--- src/rtl/milestone_sequencer_pkg.sv ---
// milestone_sequencer_pkg
//   Shared definitions for the image decompressor top-level sequencer and
//   the decode stages it schedules.
//   - Sequencer_state_type : sequencer FSM states
//   - *_BASE_ADDRESS       : SRAM base addresses of the Y/U/V planes and the RGB output
//   - sat_inc32            : 32-bit increment that holds at all-ones instead of wrapping
package milestone_sequencer_pkg;

    typedef enum logic [2:0] {
        S_SEQ_IDLE,
        S_SEQ_LAUNCH,
        S_SEQ_RUN,
        S_SEQ_DRAIN,
        S_SEQ_DONE,
        S_SEQ_ERROR
    } Sequencer_state_type;

    localparam int unsigned SRAM_ADDR_W = 18;
    localparam int unsigned SRAM_DATA_W = 16;

    localparam logic [SRAM_ADDR_W-1:0] Y_BASE_ADDRESS   = 18'd0;
    localparam logic [SRAM_ADDR_W-1:0] U_BASE_ADDRESS   = 18'd38400;
    localparam logic [SRAM_ADDR_W-1:0] V_BASE_ADDRESS   = 18'd57600;
    localparam logic [SRAM_ADDR_W-1:0] RGB_BASE_ADDRESS = 18'd146944;

    function automatic logic [31:0] sat_inc32(input logic [31:0] value);
        return (value == '1) ? value : value + 32'd1;
    endfunction

endpackage

--- src/rtl/milestone_sequencer_sram_port_mux.sv ---
// sram_port_mux
//   Combinational selector that connects one stage's SRAM bus to the single
//   external SRAM port. With no grant the port is parked: no write, address
//   and data held at zero.
// Ports:
//   grant            in   1               a stage currently owns the port
//   index            in   2               index of the owning stage
//   stage_address    in   NUM_STAGES*18   stage i at [18i+17:18i]
//   stage_write_data in   NUM_STAGES*16   stage i at [16i+15:16i]
//   stage_we_n       in   NUM_STAGES      active-low write enables
//   address          out  18              selected address
//   write_data       out  16              selected write data
//   we_n             out  1               selected write enable, active-low
module sram_port_mux
    import milestone_sequencer_pkg::*;
#(
    parameter int unsigned NUM_STAGES = 3
) (
    input  logic                               grant,
    input  logic [1:0]                         index,
    input  logic [NUM_STAGES*SRAM_ADDR_W-1:0]  stage_address,
    input  logic [NUM_STAGES*SRAM_DATA_W-1:0]  stage_write_data,
    input  logic [NUM_STAGES-1:0]              stage_we_n,
    output logic [SRAM_ADDR_W-1:0]             address,
    output logic [SRAM_DATA_W-1:0]             write_data,
    output logic                               we_n
);

    always_comb begin
        address    = '0;
        write_data = '0;
        we_n       = 1'b1;
        if (grant) begin
            for (int unsigned i = 0; i < NUM_STAGES; i++) begin
                if (index == 2'(i)) begin
                    address    = stage_address[SRAM_ADDR_W*i +: SRAM_ADDR_W];
                    write_data = stage_write_data[SRAM_DATA_W*i +: SRAM_DATA_W];
                    we_n       = stage_we_n[i];
                end
            end
        end
    end

endmodule

--- src/rtl/milestone_sequencer.sv ---
// milestone_sequencer
//   Top-level scheduler of the image decompressor. Launches the decode stages
//   one after another (start/done handshake), grants the external SRAM port
//   to the running stage, inserts idle drain cycles between stages, and
//   raises a sticky error on a bad start index or a stage watchdog timeout.
// Optional build macro:
//   SEQ_PERF_COUNT_EN  adds Stage_cycles, the RUN cycle count (done cycle
//                      included) of the most recently completed stage.
// Ports:
//   Clock                  in   1               system clock
//   Reset                  in   1               asynchronous, active-high
//   Start                  in   1               run launch pulse
//   Start_stage            in   2               first stage to run
//   Stage_enable           out  NUM_STAGES      one-hot launch pulse
//   Stage_done             in   NUM_STAGES      per-stage completion pulse
//   Stage_SRAM_address     in   NUM_STAGES*18   flattened stage addresses
//   Stage_SRAM_write_data  in   NUM_STAGES*16   flattened stage write data
//   Stage_SRAM_we_n        in   NUM_STAGES      stage write enables, active-low
//   SRAM_address           out  18              muxed SRAM address
//   SRAM_write_data        out  16              muxed SRAM write data
//   SRAM_we_n              out  1               muxed SRAM write enable
//   Active_stage           out  2               granted stage, valid while Busy
//   Busy                   out  1               run in progress
//   Done                   out  1               run completed pulse
//   Error                  out  1               sticky error flag
//   Stage_cycles           out  32              (SEQ_PERF_COUNT_EN only)
module milestone_sequencer
    import milestone_sequencer_pkg::*;
#(
    parameter int unsigned NUM_STAGES     = 3,
    parameter logic [31:0] TIMEOUT_CYCLES = 32'd4_000_000,
    parameter int unsigned DRAIN_CYCLES   = 2
) (
    input  logic                               Clock,
    input  logic                               Reset,
    input  logic                               Start,
    input  logic [1:0]                         Start_stage,
    output logic [NUM_STAGES-1:0]              Stage_enable,
    input  logic [NUM_STAGES-1:0]              Stage_done,
    input  logic [NUM_STAGES*SRAM_ADDR_W-1:0]  Stage_SRAM_address,
    input  logic [NUM_STAGES*SRAM_DATA_W-1:0]  Stage_SRAM_write_data,
    input  logic [NUM_STAGES-1:0]              Stage_SRAM_we_n,
    output logic [SRAM_ADDR_W-1:0]             SRAM_address,
    output logic [SRAM_DATA_W-1:0]             SRAM_write_data,
    output logic                               SRAM_we_n,
    output logic [1:0]                         Active_stage,
    output logic                               Busy,
    output logic                               Done,
    output logic                               Error
`ifdef SEQ_PERF_COUNT_EN
    ,
    output logic [31:0]                        Stage_cycles
`endif
);

    Sequencer_state_type     state, state_next;
    logic [1:0]              active, active_next;
    logic                    busy, busy_next;
    logic                    error, error_next;
    logic                    done, done_next;
    logic [NUM_STAGES-1:0]   enable, enable_next;
    logic [31:0]             watchdog, watchdog_next;
    logic [31:0]             drain_cnt, drain_next;
    logic                    active_done;
    logic                    grant;
`ifdef SEQ_PERF_COUNT_EN
    logic [31:0]             cycles, cycles_next;
`endif

    // Only the granted stage's done bit is ever looked at.
    always_comb begin
        active_done = 1'b0;
        for (int unsigned i = 0; i < NUM_STAGES; i++) begin
            if (active == 2'(i)) begin
                active_done = Stage_done[i];
            end
        end
    end

    always_ff @(posedge Clock or posedge Reset) begin
        if (Reset) begin
            state     <= S_SEQ_IDLE;
            active    <= '0;
            busy      <= 1'b0;
            error     <= 1'b0;
            done      <= 1'b0;
            enable    <= '0;
            watchdog  <= '0;
            drain_cnt <= '0;
`ifdef SEQ_PERF_COUNT_EN
            cycles    <= '0;
`endif
        end else begin
            state     <= state_next;
            active    <= active_next;
            busy      <= busy_next;
            error     <= error_next;
            done      <= done_next;
            enable    <= enable_next;
            watchdog  <= watchdog_next;
            drain_cnt <= drain_next;
`ifdef SEQ_PERF_COUNT_EN
            cycles    <= cycles_next;
`endif
        end
    end

    always_comb begin
        state_next    = state;
        active_next   = active;
        busy_next     = busy;
        error_next    = error;
        watchdog_next = watchdog;
        drain_next    = drain_cnt;
        enable_next   = '0;
        done_next     = 1'b0;
`ifdef SEQ_PERF_COUNT_EN
        cycles_next   = cycles;
`endif

        unique case (state)
            S_SEQ_IDLE: begin
                if (Start) begin
                    if (32'(Start_stage) < NUM_STAGES) begin
                        active_next = Start_stage;
                        busy_next   = 1'b1;
                        error_next  = 1'b0;
                        state_next  = S_SEQ_LAUNCH;
                    end else begin
                        error_next  = 1'b1;
                    end
                end
            end

            S_SEQ_LAUNCH: begin
                watchdog_next = '0;
                state_next    = S_SEQ_RUN;
            end

            S_SEQ_RUN: begin
                watchdog_next = sat_inc32(watchdog);
                // Done is tested first so a done on the last allowed cycle wins.
                if (active_done) begin
                    drain_next = '0;
                    state_next = S_SEQ_DRAIN;
`ifdef SEQ_PERF_COUNT_EN
                    cycles_next = sat_inc32(watchdog);
`endif
                end else if (watchdog >= TIMEOUT_CYCLES - 32'd1) begin
                    state_next = S_SEQ_ERROR;
                end
            end

            S_SEQ_DRAIN: begin
                if (drain_cnt + 32'd1 >= DRAIN_CYCLES) begin
                    if (32'(active) == NUM_STAGES - 1) begin
                        state_next = S_SEQ_DONE;
                    end else begin
                        active_next = active + 2'd1;
                        state_next  = S_SEQ_LAUNCH;
                    end
                end else begin
                    drain_next = drain_cnt + 32'd1;
                end
            end

            S_SEQ_DONE: begin
                busy_next  = 1'b0;
                state_next = S_SEQ_IDLE;
            end

            S_SEQ_ERROR: begin
                error_next = 1'b1;
                busy_next  = 1'b0;
                state_next = S_SEQ_IDLE;
            end

            default: begin
                state_next = S_SEQ_IDLE;
            end
        endcase

        // Enable and Done are registered from the next state so they are
        // glitch-free and coincide exactly with the LAUNCH/DONE cycles.
        for (int unsigned i = 0; i < NUM_STAGES; i++) begin
            enable_next[i] = (state_next == S_SEQ_LAUNCH) && (active_next == 2'(i));
        end
        done_next = (state_next == S_SEQ_DONE);
    end

    assign grant = (state == S_SEQ_RUN);

    sram_port_mux #(
        .NUM_STAGES (NUM_STAGES)
    ) u_sram_port_mux (
        .grant            (grant),
        .index            (active),
        .stage_address    (Stage_SRAM_address),
        .stage_write_data (Stage_SRAM_write_data),
        .stage_we_n       (Stage_SRAM_we_n),
        .address          (SRAM_address),
        .write_data       (SRAM_write_data),
        .we_n             (SRAM_we_n)
    );

    assign Stage_enable = enable;
    assign Active_stage = active;
    assign Busy         = busy;
    assign Done         = done;
    assign Error        = error;
`ifdef SEQ_PERF_COUNT_EN
    assign Stage_cycles = cycles;
`endif

endmodule

--- config.mk ---
export PLATFORM = sky130hd
export DESIGN_NAME = milestone_sequencer
export DESIGN_NICKNAME = d
export VERILOG_FILES = /design/src/rtl/milestone_sequencer_pkg.sv /design/src/rtl/milestone_sequencer_sram_port_mux.sv /design/src/rtl/milestone_sequencer.sv
export SDC_FILE = /design/constraint.sdc
export NUM_CORES = 1
export LEC_CHECK = 0
export CORE_MARGIN = 2
export CORE_UTILIZATION = 48
export CTS_BUF_LIST = sky130_fd_sc_hd__clkbuf_4 sky130_fd_sc_hd__clkbuf_8
export DETAILED_ROUTE_END_ITERATION = 12
export GPL_TIMING_DRIVEN = 0
export HOLD_SLACK_MARGIN = 0.12
export PLACE_DENSITY = 0.89
export REMOVE_ABC_BUFFERS = 1
export SYNTH_ARGS = -nofsm -noshare
export SYNTH_HDL_FRONTEND = slang
export SYNTH_SLANG_ARGS = --single-unit
--- constraint.sdc ---
create_clock -name Clock -period 3.6 [get_ports Clock]
set_input_delay 0.36 -clock Clock [delete_from_list [all_inputs] [get_ports Clock]]
set_output_delay 0.36 -clock Clock [all_outputs]
set_load 0.03 [all_outputs]
# Yosys cells after proc, flatten, opt, wreduce, memory -nomap -nowiden
# Cells that the tools add are included.
# word_totals
elab_cells,84
register_bits,75
in_bits,113
# classes
n_reduce_logical,15
n_mux,38
n_eq_ne,17
add_sub_neg,3
n_lt_le_gt_ge,3
# op_table
operator,n
$pmux 32 s2,2
$mux 32,3
$mux 18,4
$add 32x1->32 const B,2
$mux 16,4
$eq 32x32->1 const B,1
$ge 32x2->1 const B,1
$ge 32x22->1 const B,1
$mux 3,6
$pmux 3 s4,1
$mux 1,11
$ne 2x2->1 const B,5
$eq 3x3->1 const B,3
$mux 2,4
$reduce_bool 2->1,4
$eq 3x1->1 const B,2
$eq 3x2->1 const B,2
$reduce_and 3->1,2
$eq 2x1->1 const B,2
$eq 2x2->1 const B,2
$logic_not 2->1,2
$pmux 1 s2,2
$pmux 2 s2,1
$reduce_and 2->1,2
other kinds (5),7

# Logic depth before layout (Yosys ltp)
# Gate-level depths: netlist (run 1).
# depth
depth_word,8
depth_mapped,12
depth_no_buf,10

# Cells and area by module
# From an unflattened synthesis (run 1), not the netlist that was laid out.
# unflattened
hier_cells,600
area_unflattened_um2,5261.3
# by_module_without_submodules
module,cells_per_inst,n_inst,seq_area_each_um2,area_per_inst_um2
milestone_sequencer,441,1,1876.8,4107.7
sram_port_mux,159,1,0.0,1153.6

# Worst setup path after synthesis (run 1)
# Ideal clock, no wire load.
# synth_timing
path_type,register to register
start,register drain_cnt[0]
end,register drain_cnt[0]
required_ps,3475
arrival_ps,2692
slack_ps,783
path_stages_with_launch,12
cell_sequence,dfrtp_1 > ha_1 > clkbuf_1 > nand3_1 > nor4_1 > nand2_1 > mux2_2 > o22ai_1 > nand4bb_2 > nor2_2 > nor2_1 > mux2_2
# synth_between
elab_chain_len,4
# synth_rtl
item,line_no,source
from (decl),milestone_sequencer.sv:63,"logic [31:0] drain_cnt, drain_next;"
from (signal assigned),milestone_sequencer.sv:101,drain_cnt <= drain_next;
$add 32x1->32 *,"milestone_sequencer.sv:155, milestone_sequencer.sv:163",
$ge 32x2->1,milestone_sequencer.sv:155,if (drain_cnt + 32'd1 >= DRAIN_CYCLES) begin
$ne 2x2->1 (no source line),--,
$reduce_and 3->1 (no source line),--,
# Every way passes the cells marked *; elsewhere a longest branch is shown, timed or not. The select of a mux whose other input is x is not followed.
# A chain may end at the register's enable or synchronous reset.

# Final worst setup path (run 1)
# layout_timing
start,register active[0] (netlist: Active_stage[0])
end,output port SRAM_write_data[7]
# layout_between
elab_chain_len,5
# layout_rtl
item,line_no,source
from (decl),milestone_sequencer.sv:57,"logic [1:0] active, active_next;"
from (signal assigned),milestone_sequencer.sv:95,active <= active_next;
$logic_not 2->1,milestone_sequencer_sram_port_mux.sv:35,if (index == 2'(i)) begin
$mux 16 (2 in series),milestone_sequencer_sram_port_mux.sv:35,
$mux 16 *,milestone_sequencer_sram_port_mux.sv:35,
$mux 16 *,milestone_sequencer_sram_port_mux.sv:33,if (grant) begin
to (decl),milestone_sequencer.sv:44,"output logic [SRAM_DATA_W-1:0] SRAM_write_data,"
# Every way passes the cells marked *; elsewhere a longest branch is shown, timed or not.

==> metrics.cfg, run 1 <==
[place]
dp_hpwl_um = 10900
place_congestion = 0.893
place_area_um2 = 6380
port_buffers = 155

[synthesis]
synth_warnings = 0
syn_avg_cell_area_um2 = 8.60
synth_top_flop_cell = dfrtp_1
synth_area_leader_cell = dfrtp_1
synthTopCellsByArea = dfrtp_1 40%, a221o_1 7.4%, nor2_1 6.9%
synth_top_cell_area_share = 0.397
muxShareOfSynthArea = 0.00899
synth_fa_ha_area_frac = 0.0185
ys_async_sr_fraction = 1.00
syn_area_um2 = 4730
yosys.area_share.simple = 0.285
synth_compound_area_frac = 0.189
synth-xor-area-share = 0.0667
synth_cell_type_count = 58
synth_top_family_by_area = simple AND/OR/NAND/NOR gates
synth_edf_count = 0
ys_seq_elements = 75
yosysSeqAreaShare = 0.397
netlist_instances = 550

[worst_setup_path]
worstSetupPathType = reg -> out
rrSetupSlack_ns = 0.20
worstPathMaxFanout = 42
r2r_start = drain_cnt[0]
cp-start-kind = register
cp-startpoint = Active_stage[0]
critPathCapture = SRAM_write_data[7]
cp.arrival_ns = 3.05
r2r_cells = 10
worst_setup_path_end_kind = primary output
timing.rr.end = Stage_enable[2]
cp.required_ns = 3.24

[floorplan]
die_w_um = 103
row_count = 36
core_region_area_um2 = 9680
design.die.area_um2 = 10700
start_util = 0.488
ios = 156
fp.dieH_um = 103

[drt]
drt_wl_total_um = 15000
vias = 4982
routed_via_density = 5.97
routedWlPerCell_um = 18.0
ant_nets = 0
first_pass_iters = 5
first_iter_violations = 384
drc = 0

[clock_tree]
worstSkewPairLatency_ns = 0.35
cts-root-buf = clkbuf_8
cts_tree = yes
cts_max_level = 3
cts_max_path_buffers = 2
cts_sinks = 75
cts-buffers-inserted = 9
clkTransAtPathRegs_ns = 0.08

[final_layout]
postLayoutCoreUtil = 0.691
num-fill-cells = 714
areaGrowthSynthToFinish_pct = 41.5
final_area_um2 = 6690
drive_gt1_frac = 0.0629
fin_nets = 815

[sta]
finalSetupViolations = 0
max_slew_margin = 0.169
layout_worst_path_cycle_share = 0.946
worst_pin_slew_ns = 1.24
maxSlewViolCount = 0
finClkSkew_ns = 0.00846
fmax_ghz = 0.294
final_hold_viol_count = 0
fin_crit_ns = 3.41

[worst_hold_path]
hold_class = reg -> reg

[global_route]
grt_max_degree = 76
grt.overflow.total = 0
grt_pass1_vias = 4756
antenna_found_initial = 1
grt_pass1_wl_um = 22400
track_usage = 0.269

[power]
ir_drop_mv = 0.381
powerDensity_nw_per_um2 = 623
leakage_uw = 0.00275

[job]
cap_viol_max_count = 0

[status]
status = completed

[flip-flops by register name (all words and copies together) (netlist names)]
name	count
watchdog	32
Busy	1
Active_stage	2
Error	1
Stage_enable	3
drain_cnt	32
Done	1
state	3
[cell usage in the layout (no fill, tap or decap), types with 3 or more instances in the layout]
cell type        count
or3_1                5
o21ai_0             41
ha_1                 5
a221o_1             35
nor3b_1              4
nor3_1              15
xnor2_1             12
clkbuf_8            11
nor4_1               8
xor2_1              24
a21oi_1             13
clkdlybuf4s50_1    155
nand4_1             19
inv_1               11
nand2_1             35
and4_1               4
dfrtp_1             75
nand3_1             29
a211o_1              3
and2_1              28
buf_4                5
nor2_1              86
and3_1              12
[per-stage QoR]
| step | worst slack, ns | total power (µW) | setup TNS [ns] | instances | hold slack [ns] |
|---|---|---|---|---|---|
| 3_5_place_dp | -0.590 | 3360 | -23.70 | 811 | 0.514 |
| 4_1_cts | 0.117 | 4080 | 0 | 828 | 0.524 |
| 2_1_floorplan | -0.0486 | 2420 | -1.65 | 520 | 0.476 |
| 6_report | 0.194 | 4170 | 0 | 834 | 0.524 |
| 3_3_place_gp | -1.25 | 3250 | -49.19 | 808 | 0.501 |
| 5_1_grt | -0.129 | 4390 | -0.317 | 834 | 0.556 |
[worst min path at each step]
stage	end	startpoint	slack, ns	depth (start not counted)
6_report	Error	Error	0.52	2
5_1_grt	Error	Error	0.56	2
4_1_cts	Error	Error	0.52	2
3_5_place_dp	Error	Error	0.51	2
3_3_place_gp	watchdog[1]	watchdog[1]	0.50	2
2_1_floorplan	watchdog[1]	watchdog[1]	0.48	2
[Yosys cell counts, types with 9 or more instances]
cell,number
o21ai_0,41
xor2_1,24
a21oi_1,13
xnor2_1,12
nand4_1,19
and3_1,12
nor2_1,87
dfrtp_1,75
inv_1,13
clkbuf_1,27
nand2_1,35
nor3_1,15
a221o_1,35
nor4_1,9
and2_1,28
nand3_1,29
[what timing repair did]
item,4_1_cts,5_1_grt
hold buffers,0,0
gates resized for setup,9,4
endpoints found under the setup margin,63,38
buffers inserted,0,5
cloned,1,0
[worst max-delay path: stages (launching register included)]
cell and delay (ns):
dfrtp_1 0.44, inv_1 0.21, ha_4 0.49, clkinvlp_4 0.16, buf_4 0.21, o21ai_0 0.42, nor2_1 0.09, clkdlybuf4s50_1 0.65
[cells by family after synthesis]
family | count (synthesis)
compound gates | 121
xor+xnor | 36
buf+inv | 43
mux | 4
fa+ha+maj | 7
flops | 75
simple gates | 264
[per-layer routing]
metal,up-vias,track usage,wire (µm)
met4,0,0.103,391
met3,28,0.0618,1200
met1,2410,0.305,5610
li1,2315,-,-
met5,-,0,0
met2,229,0.490,7770
[where the power goes]
group          switching (µW)  internal (µW)  total [µW]
sequential               70.8            906         976
combinational            1490           1030        2520
clock                     308            365         673
[final cells by class]
| class | instances | area, µm² | share of cell area |
|---|---|---|---|
| Inverter | 13 | 55.1 | 0.00822 |
| Timing Repair inverter | 1 | 7.51 | 0.00112 |
| Tap cell | 133 | 166 | 0.0249 |
| Clock inverter | 4 | 48.8 | 0.00729 |
| Sequential cell | 75 | 1880 | 0.280 |
| Clock buffer | 12 | 159 | 0.0237 |
| Antenna cell | 1 | 2.50 | 0.000374 |
| Multi-Input combinational cell | 432 | 2750 | 0.411 |
| Timing Repair Buffer | 163 | 1630 | 0.243 |
(Power assumes the default switching activity.)
==> run 2: changes to the inputs <==
--- a/config.mk
+++ b/config.mk
@@ -5,9 +5,11 @@
 export SDC_FILE = /design/constraint.sdc
 export NUM_CORES = 1
 export LEC_CHECK = 0
+export CAP_MARGIN = 20
 export CORE_MARGIN = 2
 export CORE_UTILIZATION = 48
 export CTS_BUF_LIST = sky130_fd_sc_hd__clkbuf_4 sky130_fd_sc_hd__clkbuf_8
+export CTS_CLUSTER_DIAMETER = 120
 export DETAILED_ROUTE_END_ITERATION = 12
 export GPL_TIMING_DRIVEN = 0
 export HOLD_SLACK_MARGIN = 0.12
==> metrics.cfg, run 2 (synthesis results as in run 1) <==
[status]
status = completed  ; unchanged

[power]
swShare = 0.439  ; was 0.448
internal_power_uw = 2410  ; was 2300 µW
powerDensity_nw_per_um2 = 636  ; was 623 nW/µm²
power_frac_seq = 0.226  ; was 0.234
leakage_uw = 0.00277  ; was 0.00275 µW
ir_drop_mv = 0.377  ; was 0.381 mV
p_switching_uw = 1890  ; was 1870 µW
power_frac_comb = 0.603  ; was 0.604
pwr-share-clk = 0.170  ; was 0.161

[place]
dp_slack_ns = -0.170  ; was -0.590 ns
dp_hpwl_um = 10900  ; about the same
place_congestion = 0.893  ; unchanged
port_buffers = 155  ; unchanged

[global_route]
grt_pass1_wl_um = 22500  ; was 22400 µm
grt_pass1_vias = 4733  ; was 4756
track_usage = 0.269  ; about the same
antenna_found_initial = 1  ; unchanged
grt.overflow.total = 0  ; unchanged
grt_max_degree = 76  ; unchanged

[clock_tree]
cts-buffers-inserted = 9  ; unchanged
cts_sinks = 75  ; unchanged
cts-root-buf = clkbuf_8  ; unchanged
worstSkewPairLatency_ns = 0.36  ; was 0.35 ns
clkTransAtPathRegs_ns = 0.08  ; about the same
cts_max_level = 3  ; unchanged
ctsHoldBuffers = 0  ; unchanged
cts_max_path_buffers = 2  ; unchanged
cts_tree = yes  ; unchanged

[final_layout]
multi_input_area_um2 = 2730  ; was 2750 µm²
num-fill-cells = 703  ; was 714
drive_gt1_frac = 0.0642  ; was 0.0629
final_common_cell = clkdlybuf4s50_1  ; unchanged
layout_common_cells = 155 x clkdlybuf4s50_1, 86 x nor2_1, 75 x dfrtp_1, 41 x o21ai_0  ; unchanged
fin_nets = 816  ; was 815
areaGrowthSynthToFinish_pct = 43.0  ; was 41.5%
seq_area_um2 = 1880  ; unchanged
reg_top3 = drain_cnt (32), watchdog (32)  ; unchanged

[worst_hold_path]
min_from = watchdog[1]  ; was Error
hold_class = reg -> reg  ; unchanged

[worst_setup_path]
crit_family = buffers and inverters  ; unchanged
cp.required_ns = 3.24  ; about the same
cp_slowest_cell = clkdlybuf4s50_1  ; unchanged
path_cells = inv_1, ha_2, clkinvlp_4, o21ai_0, nor2_1, clkdlybuf4s50_1  ; was inv_1, ha_4, clkinvlp_4, buf_4, o21ai_0, nor2_1, clkdlybuf4s50_1
worstSetupPathType = reg -> out  ; unchanged
cp-startpoint = Active_stage[0]  ; unchanged
cp.arrival_ns = 3.10  ; was 3.05 ns
r2r_start = drain_cnt[0]  ; unchanged
slowest_delay_ns = 0.61  ; was 0.65 ns
worstPathMaxFanout = 20  ; was 42
worst_setup_path_end_kind = primary output  ; unchanged
cp-start-kind = register  ; unchanged
path_buf_inv = 3  ; was 4

[floorplan]
ios = 156  ; unchanged
row_count = 36  ; unchanged
fp.dieH_um = 103  ; unchanged
start_util = 0.488  ; unchanged
core_region_area_um2 = 9680  ; unchanged
die_w_um = 103  ; unchanged
design.die.area_um2 = 10700  ; unchanged

[drt]
routed_via_density = 5.96  ; was 5.97
drt_wl_total_um = 14900  ; was 15000 µm
ant_nets = 0  ; unchanged
routedWlPerCell_um = 17.9  ; was 18.0 µm
first_pass_iters = 5  ; unchanged
vias = 4979  ; was 4982
drc = 0  ; unchanged
first_iter_violations = 327  ; was 384

[sta]
finClkSkew_ns = 0.00576  ; was 0.00846 ns
max_slew_margin = 0.406  ; was 0.169
setup_ws_ns = 0.144  ; was 0.194 ns
fmax_ghz = 0.289  ; was 0.294 GHz
whs_ns = 0.534  ; was 0.524 ns
worst_pin_slew_ns = 0.891  ; was 1.24 ns
maxSlewViolCount = 0  ; unchanged
finalSetupViolations = 0  ; unchanged
final_hold_viol_count = 0  ; unchanged
fin_crit_ns = 3.46  ; was 3.41 ns
layout_worst_path_cycle_share = 0.960  ; was 0.946

[job]
cap_viol_max_count = 0  ; unchanged

## run 2: cell types whose count changed in the layout (fill, tap and decap cells not counted)
cell,delta
clkbuf_8,-1
buf_4,-3
clkinvlp_4,+2
bufinv_16,+1
ha_4,-2
buf_6,+1
clkbuf_4,-1
ha_2,+2
buf_16,+3
clkinv_2,-1
## run 2: through the flow
stage	instance area [µm²]	utilization	std cells	total power [µW]	setup TNS, ns
after floorplan	4610	-	520	2420	-1.65
after global placement	6330	0.654	808	3250	-49.19
after detailed placement	6450	0.666	814	3430	-0.411
after CTS	6720	0.694	833	4220	0
after global routing	6760	0.698	835	4510	-0.154
final	6760	0.698	835	4300	0
## run 2: metal layers
metal / routed length [µm] / share of wire / global-route usage
met5: 0 / 0 / 0
met4: 452 / 0.030 / 0.132
met3: 1040 / 0.070 / 0.0444
met2: 7740 / 0.52 / 0.487
met1: 5670 / 0.38 / 0.308
## run 2: final cells by class
cell class	instances	share of cell area
clock inverter	6	0.0131
clock buffer	10	0.0203
sequential	75	0.277
timing repair buffer	164	0.251
multi-input combinational	432	0.404
antenna	1	0.000370
inverter	13	0.00814
tap	133	0.0246
timing repair inverter	1	0.00111
## run 2: final timing paths
kind / to / slack, ns / cells past startpoint
max: SRAM_write_data[7] / 0.14 / 6
max reg2reg: drain_cnt[0] / 0.24 / 11
min in group asynchronous: drain_cnt[5] / 0.56 / 2
max in group asynchronous: state[2] / 2.48 / 2
min reg2reg: watchdog[1] / 0.53 / 2
min: watchdog[1] / 0.53 / 2
## run 2: what timing repair did
| action | 4_1_cts | 5_1_grt |
|---|---|---|
| gates resized for setup | 7 | 4 |
| buffers inserted | 2 | 0 |
| gates cloned | 1 | 0 |
| setup endpoints to repair | 49 | 17 |
## run 2: power by group through the flow
stage | registers, µW | clock network [µW] | logic, µW
after floorplan | 1030 | 0 | 1390
after global placement | 980 | 0 | 2270
after detailed placement | 986 | 0 | 2450
after CTS | 970 | 740 | 2510
after global routing | 981 | 765 | 2770
final | 974 | 732 | 2600
## run 2: worst reg2reg max path, delay by kind of cell (launching register included)
family	cells	cell delay, ns
adder cells (fa/ha/maj)	1	0.36
buffers and inverters	1	0.19
AO/OA/AOI/OAI	1	0.53
XOR/XNOR	1	0.13
multiplexers	1	0.27
flip-flops	1	0.48
AND/OR/NAND/NOR	6	1.29
